File: src/rtl/dma_guard_pkg.sv
// Shared constants, FSM state types and the AXI burst window check
// for the DMA window guard.
package dma_guard_pkg;

    localparam logic [1:0] RESP_OKAY   = 2'b00;
    localparam logic [1:0] RESP_DECERR = 2'b11;

    localparam logic [1:0] BURST_FIXED = 2'b00;
    localparam logic [1:0] BURST_INCR  = 2'b01;
    localparam logic [1:0] BURST_WRAP  = 2'b10;

    typedef enum logic [1:0] {IDLE, WAIT_R, ERR_R} rd_state_t;
    typedef enum logic [1:0] {PASS, WAIT_B, ERR_B} wr_state_t;

    // Widened to 65 bits so any carry past the address width lands above hi.
    function automatic logic win_legal(
        input logic [63:0] addr,
        input logic [7:0]  len,
        input logic [2:0]  size,
        input logic [1:0]  burst,
        input logic [64:0] lo,
        input logic [64:0] hi
    );
        logic [64:0] a;
        logic [64:0] bytes;
        logic [64:0] beat;
        logic [64:0] start;
        logic [64:0] last;
        a     = {1'b0, addr};
        bytes = ({57'd0, len} + 65'd1) << size;
        beat  = 65'd1 << size;
        start = (burst == BURST_WRAP) ? (a & ~(bytes - 65'd1)) : a;
        last  = (burst == BURST_FIXED) ? (a + beat - 65'd1)
                                       : (start + bytes - 65'd1);
        return (start >= lo) && (last <= hi);
    endfunction

endpackage

File: src/rtl/dma_guard_win_chk.sv
// Combinational legality check of one AXI address beat against the
// fixed DMA window.
module dma_guard_win_chk
    import dma_guard_pkg::*;
#(
    parameter int                ADDR_W   = 40,
    parameter logic [ADDR_W-1:0] WIN_BASE = 40'h10_0000_0000,
    parameter logic [ADDR_W-1:0] WIN_SIZE = 40'h00_8000_0000
) (
    input  logic [ADDR_W-1:0] addr_i,
    input  logic [7:0]        len_i,
    input  logic [2:0]        size_i,
    input  logic [1:0]        burst_i,
    output logic              legal_o
);

    localparam logic [64:0] LO = 65'(WIN_BASE);
    localparam logic [64:0] HI = 65'(WIN_BASE) + 65'(WIN_SIZE) - 65'd1;

    assign legal_o = win_legal(64'(addr_i), len_i, size_i, burst_i, LO, HI);

endmodule

File: src/rtl/dma_window_guard.sv
// AXI4 firewall: forwards bursts inside the window, answers others with DECERR.
// Optional error log enabled by defining DMA_GUARD_ERRLOG_EN.
module dma_window_guard
    import dma_guard_pkg::*;
#(
    parameter int                ADDR_W   = 40,
    parameter logic [ADDR_W-1:0] WIN_BASE = 40'h10_0000_0000,
    parameter logic [ADDR_W-1:0] WIN_SIZE = 40'h00_8000_0000,
    parameter int                WQ_DEPTH = 8,
    parameter int                OUTS_W   = 4
) (
    input  logic              aclk,
    input  logic              aresetn,
`ifdef DMA_GUARD_ERRLOG_EN
    input  logic              err_clr,
    output logic              err_irq,
    output logic [ADDR_W-1:0] err_addr,
    output logic              err_is_wr,
`endif
    input  logic [ADDR_W-1:0] s_axi_awaddr,
    input  logic [7:0]        s_axi_awlen,
    input  logic [2:0]        s_axi_awsize,
    input  logic [1:0]        s_axi_awburst,
    input  logic              s_axi_awlock,
    input  logic [3:0]        s_axi_awcache,
    input  logic [2:0]        s_axi_awprot,
    input  logic [3:0]        s_axi_awqos,
    input  logic [15:0]       s_axi_awid,
    input  logic [15:0]       s_axi_awuser,
    input  logic              s_axi_awvalid,
    output logic              s_axi_awready,
    input  logic [63:0]       s_axi_wdata,
    input  logic [7:0]        s_axi_wstrb,
    input  logic              s_axi_wlast,
    input  logic              s_axi_wvalid,
    output logic              s_axi_wready,
    output logic [15:0]       s_axi_bid,
    output logic [1:0]        s_axi_bresp,
    output logic              s_axi_bvalid,
    input  logic              s_axi_bready,
    input  logic [ADDR_W-1:0] s_axi_araddr,
    input  logic [7:0]        s_axi_arlen,
    input  logic [2:0]        s_axi_arsize,
    input  logic [1:0]        s_axi_arburst,
    input  logic              s_axi_arlock,
    input  logic [3:0]        s_axi_arcache,
    input  logic [2:0]        s_axi_arprot,
    input  logic [3:0]        s_axi_arqos,
    input  logic [15:0]       s_axi_arid,
    input  logic [15:0]       s_axi_aruser,
    input  logic              s_axi_arvalid,
    output logic              s_axi_arready,
    output logic [63:0]       s_axi_rdata,
    output logic [15:0]       s_axi_rid,
    output logic [1:0]        s_axi_rresp,
    output logic              s_axi_rlast,
    output logic              s_axi_rvalid,
    input  logic              s_axi_rready,
    output logic [ADDR_W-1:0] m_axi_awaddr,
    output logic [7:0]        m_axi_awlen,
    output logic [2:0]        m_axi_awsize,
    output logic [1:0]        m_axi_awburst,
    output logic              m_axi_awlock,
    output logic [3:0]        m_axi_awcache,
    output logic [2:0]        m_axi_awprot,
    output logic [3:0]        m_axi_awqos,
    output logic [15:0]       m_axi_awid,
    output logic [15:0]       m_axi_awuser,
    output logic              m_axi_awvalid,
    input  logic              m_axi_awready,
    output logic [63:0]       m_axi_wdata,
    output logic [7:0]        m_axi_wstrb,
    output logic              m_axi_wlast,
    output logic              m_axi_wvalid,
    input  logic              m_axi_wready,
    input  logic [15:0]       m_axi_bid,
    input  logic [1:0]        m_axi_bresp,
    input  logic              m_axi_bvalid,
    output logic              m_axi_bready,
    output logic [ADDR_W-1:0] m_axi_araddr,
    output logic [7:0]        m_axi_arlen,
    output logic [2:0]        m_axi_arsize,
    output logic [1:0]        m_axi_arburst,
    output logic              m_axi_arlock,
    output logic [3:0]        m_axi_arcache,
    output logic [2:0]        m_axi_arprot,
    output logic [3:0]        m_axi_arqos,
    output logic [15:0]       m_axi_arid,
    output logic [15:0]       m_axi_aruser,
    output logic              m_axi_arvalid,
    input  logic              m_axi_arready,
    input  logic [63:0]       m_axi_rdata,
    input  logic [15:0]       m_axi_rid,
    input  logic [1:0]        m_axi_rresp,
    input  logic              m_axi_rlast,
    input  logic              m_axi_rvalid,
    output logic              m_axi_rready
);

    localparam int PTR_W = $clog2(WQ_DEPTH);

    logic ar_legal, aw_legal;

    dma_guard_win_chk #(
        .ADDR_W(ADDR_W), .WIN_BASE(WIN_BASE), .WIN_SIZE(WIN_SIZE)
    ) u_ar_chk (
        .addr_i(s_axi_araddr), .len_i(s_axi_arlen),
        .size_i(s_axi_arsize), .burst_i(s_axi_arburst),
        .legal_o(ar_legal)
    );

    dma_guard_win_chk #(
        .ADDR_W(ADDR_W), .WIN_BASE(WIN_BASE), .WIN_SIZE(WIN_SIZE)
    ) u_aw_chk (
        .addr_i(s_axi_awaddr), .len_i(s_axi_awlen),
        .size_i(s_axi_awsize), .burst_i(s_axi_awburst),
        .legal_o(aw_legal)
    );

    assign m_axi_awaddr  = s_axi_awaddr;
    assign m_axi_awlen   = s_axi_awlen;
    assign m_axi_awsize  = s_axi_awsize;
    assign m_axi_awburst = s_axi_awburst;
    assign m_axi_awlock  = s_axi_awlock;
    assign m_axi_awcache = s_axi_awcache;
    assign m_axi_awprot  = s_axi_awprot;
    assign m_axi_awqos   = s_axi_awqos;
    assign m_axi_awid    = s_axi_awid;
    assign m_axi_awuser  = s_axi_awuser;
    assign m_axi_araddr  = s_axi_araddr;
    assign m_axi_arlen   = s_axi_arlen;
    assign m_axi_arsize  = s_axi_arsize;
    assign m_axi_arburst = s_axi_arburst;
    assign m_axi_arlock  = s_axi_arlock;
    assign m_axi_arcache = s_axi_arcache;
    assign m_axi_arprot  = s_axi_arprot;
    assign m_axi_arqos   = s_axi_arqos;
    assign m_axi_arid    = s_axi_arid;
    assign m_axi_aruser  = s_axi_aruser;
    assign m_axi_wdata   = s_axi_wdata;
    assign m_axi_wstrb   = s_axi_wstrb;
    assign m_axi_wlast   = s_axi_wlast;

    // ---------------- read path ----------------
    rd_state_t         rd_state_q, rd_state_d;
    logic [OUTS_W-1:0] rd_outs_q, rd_outs_d;
    logic [15:0]       rd_id_q, rd_id_d;
    logic [7:0]        rd_len_q, rd_len_d;
    logic [7:0]        rd_cnt_q, rd_cnt_d;
    logic              rd_full, ar_viol, err_last, ar_rdy, ar_vld, r_rdy;

    assign rd_full = &rd_outs_q;

    always_comb begin
        rd_state_d   = rd_state_q;
        rd_id_d      = rd_id_q;
        rd_len_d     = rd_len_q;
        rd_cnt_d     = rd_cnt_q;
        ar_vld       = 1'b0;
        ar_rdy       = 1'b0;
        ar_viol      = 1'b0;
        r_rdy        = s_axi_rready;
        err_last     = (rd_cnt_q == rd_len_q);
        s_axi_rvalid = m_axi_rvalid;
        s_axi_rdata  = m_axi_rdata;
        s_axi_rid    = m_axi_rid;
        s_axi_rresp  = m_axi_rresp;
        s_axi_rlast  = m_axi_rlast;
        unique case (rd_state_q)
            IDLE: begin
                if (s_axi_arvalid) begin
                    if (ar_legal) begin
                        ar_vld = !rd_full;
                        ar_rdy = m_axi_arready && !rd_full;
                    end else begin
                        ar_rdy     = 1'b1;
                        ar_viol    = 1'b1;
                        rd_id_d    = s_axi_arid;
                        rd_len_d   = s_axi_arlen;
                        rd_cnt_d   = '0;
                        rd_state_d = WAIT_R;
                    end
                end
            end
            WAIT_R: begin
                if (rd_outs_q == '0) rd_state_d = ERR_R;
            end
            ERR_R: begin
                s_axi_rvalid = 1'b1;
                s_axi_rdata  = '0;
                s_axi_rid    = rd_id_q;
                s_axi_rresp  = RESP_DECERR;
                s_axi_rlast  = err_last;
                r_rdy        = 1'b0;
                if (s_axi_rready) begin
                    if (err_last) rd_state_d = IDLE;
                    else          rd_cnt_d   = rd_cnt_q + 8'd1;
                end
            end
            default: rd_state_d = IDLE;
        endcase
    end

    assign m_axi_arvalid = ar_vld;
    assign s_axi_arready = ar_rdy;
    assign m_axi_rready  = r_rdy;

    logic rd_inc, rd_dec;
    assign rd_inc = ar_vld && m_axi_arready;
    assign rd_dec = m_axi_rvalid && r_rdy && m_axi_rlast;

    always_comb begin
        rd_outs_d = rd_outs_q;
        if (rd_inc && !rd_dec) rd_outs_d = rd_outs_q + OUTS_W'(1);
        if (!rd_inc && rd_dec) rd_outs_d = rd_outs_q - OUTS_W'(1);
    end

    always_ff @(posedge aclk or negedge aresetn) begin
        if (!aresetn) begin
            rd_state_q <= IDLE;
            rd_outs_q  <= '0;
            rd_id_q    <= '0;
            rd_len_q   <= '0;
            rd_cnt_q   <= '0;
        end else begin
            rd_state_q <= rd_state_d;
            rd_outs_q  <= rd_outs_d;
            rd_id_q    <= rd_id_d;
            rd_len_q   <= rd_len_d;
            rd_cnt_q   <= rd_cnt_d;
        end
    end

    // ---------------- write path ----------------
    wr_state_t         wr_state_q, wr_state_d;
    logic [OUTS_W-1:0] wr_outs_q, wr_outs_d;
    logic [15:0]       wr_id_q, wr_id_d;
    logic [WQ_DEPTH-1:0] fifo_blk_q;
    logic [15:0]       fifo_id_q [WQ_DEPTH];
    logic [PTR_W-1:0]  wptr_q, rptr_q;
    logic [PTR_W:0]    fcnt_q;
    logic              fifo_empty, fifo_full, head_blk, push, pop, can_push;
    logic              wr_full, aw_viol, aw_vld, aw_rdy, w_vld, w_rdy, b_rdy;

    assign fifo_empty = (fcnt_q == '0);
    assign fifo_full  = (fcnt_q == (PTR_W+1)'(WQ_DEPTH));
    assign head_blk   = fifo_blk_q[rptr_q];
    assign wr_full    = &wr_outs_q;

    always_comb begin
        wr_state_d   = wr_state_q;
        wr_id_d      = wr_id_q;
        w_vld        = 1'b0;
        w_rdy        = 1'b0;
        pop          = 1'b0;
        b_rdy        = s_axi_bready;
        s_axi_bvalid = m_axi_bvalid;
        s_axi_bid    = m_axi_bid;
        s_axi_bresp  = m_axi_bresp;
        unique case (wr_state_q)
            PASS: begin
                if (!fifo_empty) begin
                    if (head_blk) begin
                        w_rdy = 1'b1;
                    end else begin
                        w_vld = s_axi_wvalid;
                        w_rdy = m_axi_wready;
                    end
                    if (s_axi_wvalid && w_rdy && s_axi_wlast) begin
                        pop = 1'b1;
                        if (head_blk) begin
                            wr_id_d    = fifo_id_q[rptr_q];
                            wr_state_d = WAIT_B;
                        end
                    end
                end
            end
            WAIT_B: begin
                if (wr_outs_q == '0) wr_state_d = ERR_B;
            end
            ERR_B: begin
                s_axi_bvalid = 1'b1;
                s_axi_bid    = wr_id_q;
                s_axi_bresp  = RESP_DECERR;
                b_rdy        = 1'b0;
                if (s_axi_bready) wr_state_d = PASS;
            end
            default: wr_state_d = PASS;
        endcase
    end

    // A pop in the same cycle frees the slot, so a full FIFO can still accept.
    assign can_push = !fifo_full || pop;

    always_comb begin
        aw_vld  = 1'b0;
        aw_rdy  = 1'b0;
        aw_viol = 1'b0;
        if (s_axi_awvalid && can_push) begin
            if (aw_legal) begin
                aw_vld = !wr_full;
                aw_rdy = m_axi_awready && !wr_full;
            end else begin
                aw_rdy  = 1'b1;
                aw_viol = 1'b1;
            end
        end
    end

    assign push          = s_axi_awvalid && aw_rdy;
    assign m_axi_awvalid = aw_vld;
    assign s_axi_awready = aw_rdy;
    assign m_axi_wvalid  = w_vld;
    assign s_axi_wready  = w_rdy;
    assign m_axi_bready  = b_rdy;

    logic wr_inc, wr_dec;
    assign wr_inc = aw_vld && m_axi_awready;
    assign wr_dec = m_axi_bvalid && b_rdy;

    always_comb begin
        wr_outs_d = wr_outs_q;
        if (wr_inc && !wr_dec) wr_outs_d = wr_outs_q + OUTS_W'(1);
        if (!wr_inc && wr_dec) wr_outs_d = wr_outs_q - OUTS_W'(1);
    end

    always_ff @(posedge aclk or negedge aresetn) begin
        if (!aresetn) begin
            wr_state_q <= PASS;
            wr_outs_q  <= '0;
            wr_id_q    <= '0;
            fifo_blk_q <= '0;
            wptr_q     <= '0;
            rptr_q     <= '0;
            fcnt_q     <= '0;
            for (int i = 0; i < WQ_DEPTH; i++) fifo_id_q[i] <= '0;
        end else begin
            wr_state_q <= wr_state_d;
            wr_outs_q  <= wr_outs_d;
            wr_id_q    <= wr_id_d;
            if (push) begin
                fifo_blk_q[wptr_q] <= !aw_legal;
                fifo_id_q[wptr_q]  <= s_axi_awid;
                wptr_q             <= wptr_q + PTR_W'(1);
            end
            if (pop) rptr_q <= rptr_q + PTR_W'(1);
            if (push && !pop) fcnt_q <= fcnt_q + (PTR_W+1)'(1);
            if (!push && pop) fcnt_q <= fcnt_q - (PTR_W+1)'(1);
        end
    end

`ifdef DMA_GUARD_ERRLOG_EN
    logic              err_irq_q, err_is_wr_q;
    logic [ADDR_W-1:0] err_addr_q;

    always_ff @(posedge aclk or negedge aresetn) begin
        if (!aresetn) begin
            err_irq_q   <= 1'b0;
            err_is_wr_q <= 1'b0;
            err_addr_q  <= '0;
        end else if ((ar_viol || aw_viol) && (!err_irq_q || err_clr)) begin
            err_irq_q   <= 1'b1;
            err_is_wr_q <= !ar_viol;
            err_addr_q  <= ar_viol ? s_axi_araddr : s_axi_awaddr;
        end else if (err_clr) begin
            err_irq_q <= 1'b0;
        end
    end

    assign err_irq   = err_irq_q;
    assign err_addr  = err_addr_q;
    assign err_is_wr = err_is_wr_q;
`else
    logic unused_viol;
    assign unused_viol = ar_viol ^ aw_viol;
`endif

endmodule

File: config.mk
export PLATFORM = sky130hd
export DESIGN_NAME = dma_window_guard
export DESIGN_NICKNAME = d
export VERILOG_FILES = /design/src/rtl/dma_guard_pkg.sv /design/src/rtl/dma_guard_win_chk.sv /design/src/rtl/dma_window_guard.sv
export SDC_FILE = /design/constraint.sdc
export NUM_CORES = 1
export LEC_CHECK = 0
export BUFFER_PORTS_ARGS = -buffer_cell sky130_fd_sc_hd__buf_2
export CAP_MARGIN = 5
export CORE_AREA = 2 2 297 299
export CTS_CLUSTER_DIAMETER = 60
export DETAILED_ROUTE_END_ITERATION = 10
export DIE_AREA = 0 0 299 301
export PLACE_DENSITY = 0.59
export SLEW_MARGIN = 20
export SYNTH_ARGS = -nofsm -noshare
export SYNTH_HDL_FRONTEND = slang
export SYNTH_SLANG_ARGS = --single-unit
export TNS_END_PERCENT = 10
File: constraint.sdc
create_clock -name aclk -period 9.4 [get_ports aclk]
set_input_delay 1.88 -clock aclk [delete_from_list [all_inputs] [get_ports aclk]]
set_output_delay 1.88 -clock aclk [all_outputs]
set_load 0.01 [all_outputs]
Yosys cells after proc, flatten, opt, wreduce, memory -nomap -nowiden --
Cells that the tools add are included.
Storage, ports and cells: output and inout bits 378, register bits after elaboration 206, input bits 380, word-level logic and storage cells 201
Operators by class: shift operators 4, $lt $le $gt $ge 10, add/subtract/negate cells 21, bitwise logic cells 8, reduce and logical (&&, ||, !) cells 50, equality and inequality tests 19, multiplexer cells 69
Operator list (number):
- subtractor 65 x 1 -> 65 bit (second input constant) | 6
- two-way mux 65 bit | 4
- adder 40 x 65 -> 65 bit | 2
- adder 65 bit | 2
- bitwise AND 40 x 65 -> 65 bit | 2
- >= comparator 65 x 37 -> 1 bit (second input constant) | 2
- less-or-equal comparator 65 x 37 -> 1 bit (second input constant) | 2
- NOT 65 bit | 2
- << shifter 1 x 3 -> 65 bit (first input constant) | 2
- << shifter 65 x 3 -> 65 bit | 2
- bitwise mux 128 bit | 1
- two-way mux 16 bit | 5
- two-way mux 64 bit | 1
- binary-select mux 16 bit (select 3 bit) | 1
- demux 16 bit (select 3 bit) | 1
- two-way mux 8 bit | 4
- two-way mux 1 bit | 28
- two-way mux 2 bit | 12
- two-way mux 4 bit | 6
- inequality test 2 bit (second input constant) | 11
- logical AND 1 bit | 21
- adder 8 x 1 -> 9 bit (second input constant) | 2
- one-hot mux 8 bit (2 select lines) | 1
- AND reduction 5 bit | 3
- other kinds (25) | 58

Longest topological paths before layout --
depth in word-level cells 18, depth in mapped cells 35, mapped depth without buffers 32

Hierarchy --
Synthesis repeated with hierarchy kept, for this count alone.
Second synthesis, totals: cells, all modules 3055, area, all modules 25660.9 um2
By module, submodules not included:
- dma_window_guard | times used 1, cells each 1136, seq. area each 5154.9 um2, area each 12719.7 um2
- dma_guard_win_chk at u_aw_chk | times used 1, cells each 981, seq. area each 0.0 um2, area each 6608.8 um2
- dma_guard_win_chk at u_ar_chk | times used 1, cells each 938, seq. area each 0.0 um2, area each 6332.3 um2

Least setup slack after synthesis --
Ideal clock, no wire load.
kind input to output, from in s_axi_arlen[2], to out s_axi_arready, stages 28, setup slack 25 ps, arrival 7495 ps, data required time 7520 ps, buffers on the path 4, cells stage by stage buf_2 -> and3_1 -> clkbuf_1 -> mux2i_1 -> a31oi_1 -> a2111oi_2 -> o211ai_1 -> or2_1 -> clkbuf_1 -> nor3_1 -> ha_1 -> o21ai_0 -> ha_1 -> inv_1 -> ha_1 -> nor2b_1 -> a2111o_1 -> nor2_1 -> o211ai_1 -> a211oi_1 -> o311ai_0 -> xnor2_1 -> o32a_1 -> a2111oi_1 -> o31ai_4 -> nand2_4 -> buf_4 -> nand2_1
On the way: word-level cells in the longest chain between the ends 14, elaborated cells between the ends (all ways) 15, those cells by class add/sub (4); order compare (2); shift (1); mux (5); bitwise (2); reduce/logical (1)
RTL lines:
- start: declaration | line dma_window_guard.sv:42 | input logic [7:0] s_axi_arlen,
- adder 8 x 1 -> 9 bit (*) | line dma_guard_pkg.sv:30 | bytes = ({57'd0, len} + 65'd1) << size;
- << shifter 65 x 3 -> 65 bit (*) | line dma_guard_pkg.sv:30
- subtractor 65 x 1 -> 65 bit | line dma_guard_pkg.sv:32 | start = (burst == BURST_WRAP) ? (a & ~(bytes - 65'd1)) : a;
- NOT 65 bit | line dma_guard_pkg.sv:32
- bitwise AND 40 x 65 -> 65 bit | line dma_guard_pkg.sv:32
- two-way mux 65 bit | line dma_guard_pkg.sv:32
- adder 65 bit | line dma_guard_pkg.sv:34 | : (start + bytes - 65'd1);
- subtractor 65 x 1 -> 65 bit | line dma_guard_pkg.sv:34
- two-way mux 65 bit | line dma_guard_pkg.sv:33 | last = (burst == BURST_FIXED) ? (a + beat - 65'd1)
- less-or-equal comparator 65 x 37 -> 1 bit | line dma_guard_pkg.sv:35 | return (start >= lo) && (last <= hi);
- logical AND 1 bit (*) | line dma_guard_pkg.sv:35
- two-way mux 1 bit (*) | line dma_window_guard.sv:172 | if (ar_legal) begin
- two-way mux 1 bit (*) | line dma_window_guard.sv:171 | if (s_axi_arvalid) begin
- two-way mux 1 bit (*) | line dma_window_guard.sv:169 | unique case (rd_state_q)
- end: declaration | line dma_window_guard.sv:52 | output logic s_axi_arready,
Mark *: on every way between the ends. The rest lies on a longest branch, timed or not.

Worst setup path in the final report --
from in s_axi_awlen[0], to out s_axi_awready
On the way: word-level cells in the longest chain between the ends 13, elaborated cells between the ends (all ways) 14, those cells by class add/sub (4); order compare (2); shift (1); mux (4); bitwise (2); reduce/logical (1)
RTL lines:
- start: declaration | line dma_window_guard.sv:21 | input logic [7:0] s_axi_awlen,
- adder 8 x 1 -> 9 bit (*) | line dma_guard_pkg.sv:30
- << shifter 65 x 3 -> 65 bit (*) | line dma_guard_pkg.sv:30
- subtractor 65 x 1 -> 65 bit | line dma_guard_pkg.sv:32
- NOT 65 bit | line dma_guard_pkg.sv:32
- bitwise AND 40 x 65 -> 65 bit | line dma_guard_pkg.sv:32
- two-way mux 65 bit | line dma_guard_pkg.sv:32
- adder 65 bit | line dma_guard_pkg.sv:34
- subtractor 65 x 1 -> 65 bit | line dma_guard_pkg.sv:34
- two-way mux 65 bit | line dma_guard_pkg.sv:33
- less-or-equal comparator 65 x 37 -> 1 bit | line dma_guard_pkg.sv:35
- logical AND 1 bit (*) | line dma_guard_pkg.sv:35
- two-way mux 1 bit (*) | line dma_window_guard.sv:300 | if (aw_legal) begin
- two-way mux 1 bit (*) | line dma_window_guard.sv:299 | if (s_axi_awvalid && can_push) begin
- end: declaration | line dma_window_guard.sv:31 | output logic s_axi_awready,
Marks and branches as above.

==> results.md <==
- Worst Path Required: 7.52 ns
- DP HPWL: 67.5 mm
- H-tree levels: 1
- Hold-fix buffers at CTS: 0
- Gr ovfl total: 0
- P_sw: 0.00203 W
- Power Internal: 0.00330 W
- Clk pin slew, worst setup/hold paths: 0.06 ns
- Fmax: 0.107 GHz
- FF-to-FF path depth: 14
- Synthesis-stage register bit count: 206
- Post-synth EDFFs: 0
- Synth area leader: dfrtp_1
- Final ANT Viol Nets: 0
- Core ar.: 0.0865 mm²
- Later-pin clock latency in the skew report: 0.55 ns
- Max-slew violations: 0
- Vias: 22700
- Fin util: 0.345
- Reg2reg end: wr_outs_q[3]
- Max transition margin: 0.349
- Reg2Reg Setup Slack: 5.29 ns
- Post-Syn Area: 0.0247 mm²
- Synth async-reset ratio: 1.00
- Hold depth: 1
- Inst Count DP: 4508
- Status: completed
- Leak pwr: 14.4 nW
- Pwr Density: 179 mW/mm²
- Crit path DAT: 7.43 ns
- Most frequent cells after synthesis: inv_1 (291), buf_4 (269), ha_1 (250)
- Rows: 108
- Synth Area per Inst: 8.42 µm²
- Share of cells above drive strength 1: 0.329
- Die ar.: 0.0900 mm²
- 1st-iter DRT viols: 1019
- Total GRT Usage: 0.175
- Fin cells: 4572
- Worst setup path class: in2out
- Slew @ Worst Pin: 0.968 ns
- Routability cong.: 0.936
- CTS tree: built
- CTS root buf: clkbuf_16
- Hold_sp: fifo_id_q[73]
- Initial Utilization: 0.286
- Worst VDD drop: 142 µV
- Post-synthesis sequential area ratio: 0.209
- CP startpoint kind: primary input
- Initial antenna violation count: 10
- DRT Wirelength: 83.1 mm
- Setup violators final: 0
- IO Pins: 758
- RSZ-0062 raised after global routing: yes
- # nets final: 4031
- Fraction of power spent switching nets: 0.381
- Comb power frac: 0.522
- Synth warn: 0
- DRC: 0
- Synth cell types: 110
- Fin crit share: 0.990
- Fin area: 0.0298 mm²
- Yosys top cell area share: 0.209
- Pin count of the biggest net entering global routing: 88
- Syn Nets: 3573
- Worst Hold Margin: 0.483 ns
- Area grow syn2layout: 20.6%
- Count leader, synth: inv_1
- CTS Buf Count: 24
- PortBufs: 501
- Clock power frac: 0.182
- Clk_skew: 0.0136 ns
- Vias in the first global route: 21800
- Post-DP Area: 0.0283 mm²
- Clk buf depth: 3
- Min-delay worst type: reg2reg
- Hold Path End: fifo_id_q[73]
- R2r startpoint: fcnt_q[0]
- Initial DRT Pass Iterations: 5
- Vias per cell: 4.97
- Sequential power share: 0.297
- Final Hold Fails: 0
- Clock sink count: 206
- Synth top area cells: dfrtp_1 (21%), ha_1 (13%), buf_4 (8.2%), mux2_2 (4.9%), inv_1 (4.4%)
- Number of max-cap violations: 0
- Top_reg_cell synth: dfrtp_1
- Wire per inst: 18.2 µm
- Final Power: 0.00533 W
- Post-Synthesis Cells: 2936
- Crit. End Element: output port
- Post-route minimum period: 9.31 ns
- Die width: 299 µm
- Die height: 301 µm
- First-pass GRT wire length: 125 mm
- CP Max Fanout: 6
[stage by stage]
| stage | setup slack (ns) | TNS, ns |
|---|---|---|
| detailed placement | -0.359 | -0.995 |
| finish | 0.0944 | 0 |
| global placement | -0.287 | -0.799 |
| floorplan | 0.0252 | 0 |
| CTS | -0.0317 | -0.0317 |
| global route | -0.240 | -0.812 |
[kinds of logic after synthesis]
family,synth area share
compound gates,0.182
buf+inv,0.149
xor+xnor,0.0259
simple gates,0.173
mux,0.129
fa+ha+maj,0.132
flops,0.209
[area by class of cell]
class	count	area [µm²]
Tap cell	1155	1450
Sequential cell	206	5160
Inverter	292	1100
Fill cell	9045	56700
Antenna cell	6	15.0
Timing Repair Buffer	803	4850
Clock buffer	36	686
Clock inverter	7	141
Multi-Input combinational cell	2067	16400
[per-layer routing]
metal  track usage  up-vias  wire [µm]
li1              -    11100          -
met1         0.210    10800      34400
met2         0.301      672      39600
met3        0.0275      159       4320
met4        0.0943        4       4790
met5             0        -         14
[what timing repair did]
item / 4_1_cts / 5_1_grt
gates resized for setup: 16 / 104
pin swaps: 6 / 54
buffers inserted: 2 / 14
setup endpoints to repair: 4 / 4
[flip-flops by register name, summed over array words and instances, names as in the netlist]
name,cells
rd_outs_q,4
rd_len_q,8
fifo_id_q,128
wptr_q,3
fcnt_q,4
rd_state_q,2
fifo_blk_q,8
wr_outs_q,4
rd_id_q,16
wr_id_q,16
rptr_q,3
wr_state_q,2
rd_cnt_q,8
[power groups by stage]
| stage | registers, W | logic [W] | clock network [W] |
|---|---|---|---|
| finish | 0.00158 | 0.00278 | 0.000967 |
| detailed placement | 0.00160 | 0.00274 | 0 |
| global placement | 0.00158 | 0.00270 | 0 |
| floorplan | 0.00149 | 0.00202 | 0 |
| global route | 0.00164 | 0.00307 | 0.00103 |
| CTS | 0.00158 | 0.00276 | 0.000998 |
[worst max path at each step]
stage                    from             to  slack [ns]  depth (start not counted)
2_1_floorplan  s_axi_arlen[2]  s_axi_arready        0.03                         28
3_3_place_gp   s_axi_arlen[1]  s_axi_arready       -0.29                         29
3_5_place_dp   s_axi_arlen[1]  s_axi_arready       -0.36                         29
4_1_cts        s_axi_arlen[0]  s_axi_arready       -0.03                         30
5_1_grt        s_axi_arlen[2]  m_axi_arvalid       -0.24                         27
6_report       s_axi_awlen[0]  s_axi_awready        0.09                         28
[placed cells by master, fill, tap and decap left out, types with 15 or more instances in the layout]
master	synthesis	layout
o21a_1	21	21
a21o_1	51	51
nor2_1	119	117
and2_1	91	89
nand2_1	249	246
a211oi_1	38	36
ha_1	250	243
nor4_1	23	19
xnor2_1	41	37
o211ai_1	31	31
o21bai_1	18	18
clkbuf_16	0	24
mux2_2	107	107
inv_1	291	290
nand3_1	54	51
o21ai_0	137	131
a21oi_1	191	185
nor3_1	31	27
nand2b_1	51	50
dfrtp_1	206	205
buf_4	269	297
mux2_1	68	68
o22ai_1	15	15
nand4_1	53	53
xor2_1	32	31
mux2i_1	28	26
or2_2	19	16
mux4_2	36	36
nor2b_1	28	28
and3_1	23	20
buf_2	16	493
[critical path: stages]
cell and delay (ns):
buf_2 0.11, ha_4 0.18, nand3_1 0.15, xnor2_2 0.23, o211ai_1 0.25, buf_4 0.16
a21oi_4 0.05, buf_4 0.14, nor4b_4 0.28, nand4_1 0.21, o2111a_1 0.31, or2_2 0.30
ha_1 0.27, inv_1 0.04, ha_1 0.20, a21o_1 0.18, a311oi_1 0.27, nor4b_1 0.09
o31ai_1 0.26, nand4_1 0.25, a221oi_2 0.30, xnor2_1 0.11, o32ai_1 0.24, nand4_1 0.13
a221o_2 0.33, buf_4 0.14, o21a_1 0.20, buf_2 0.15
Note: power is estimated with default switching activity, not from simulation.
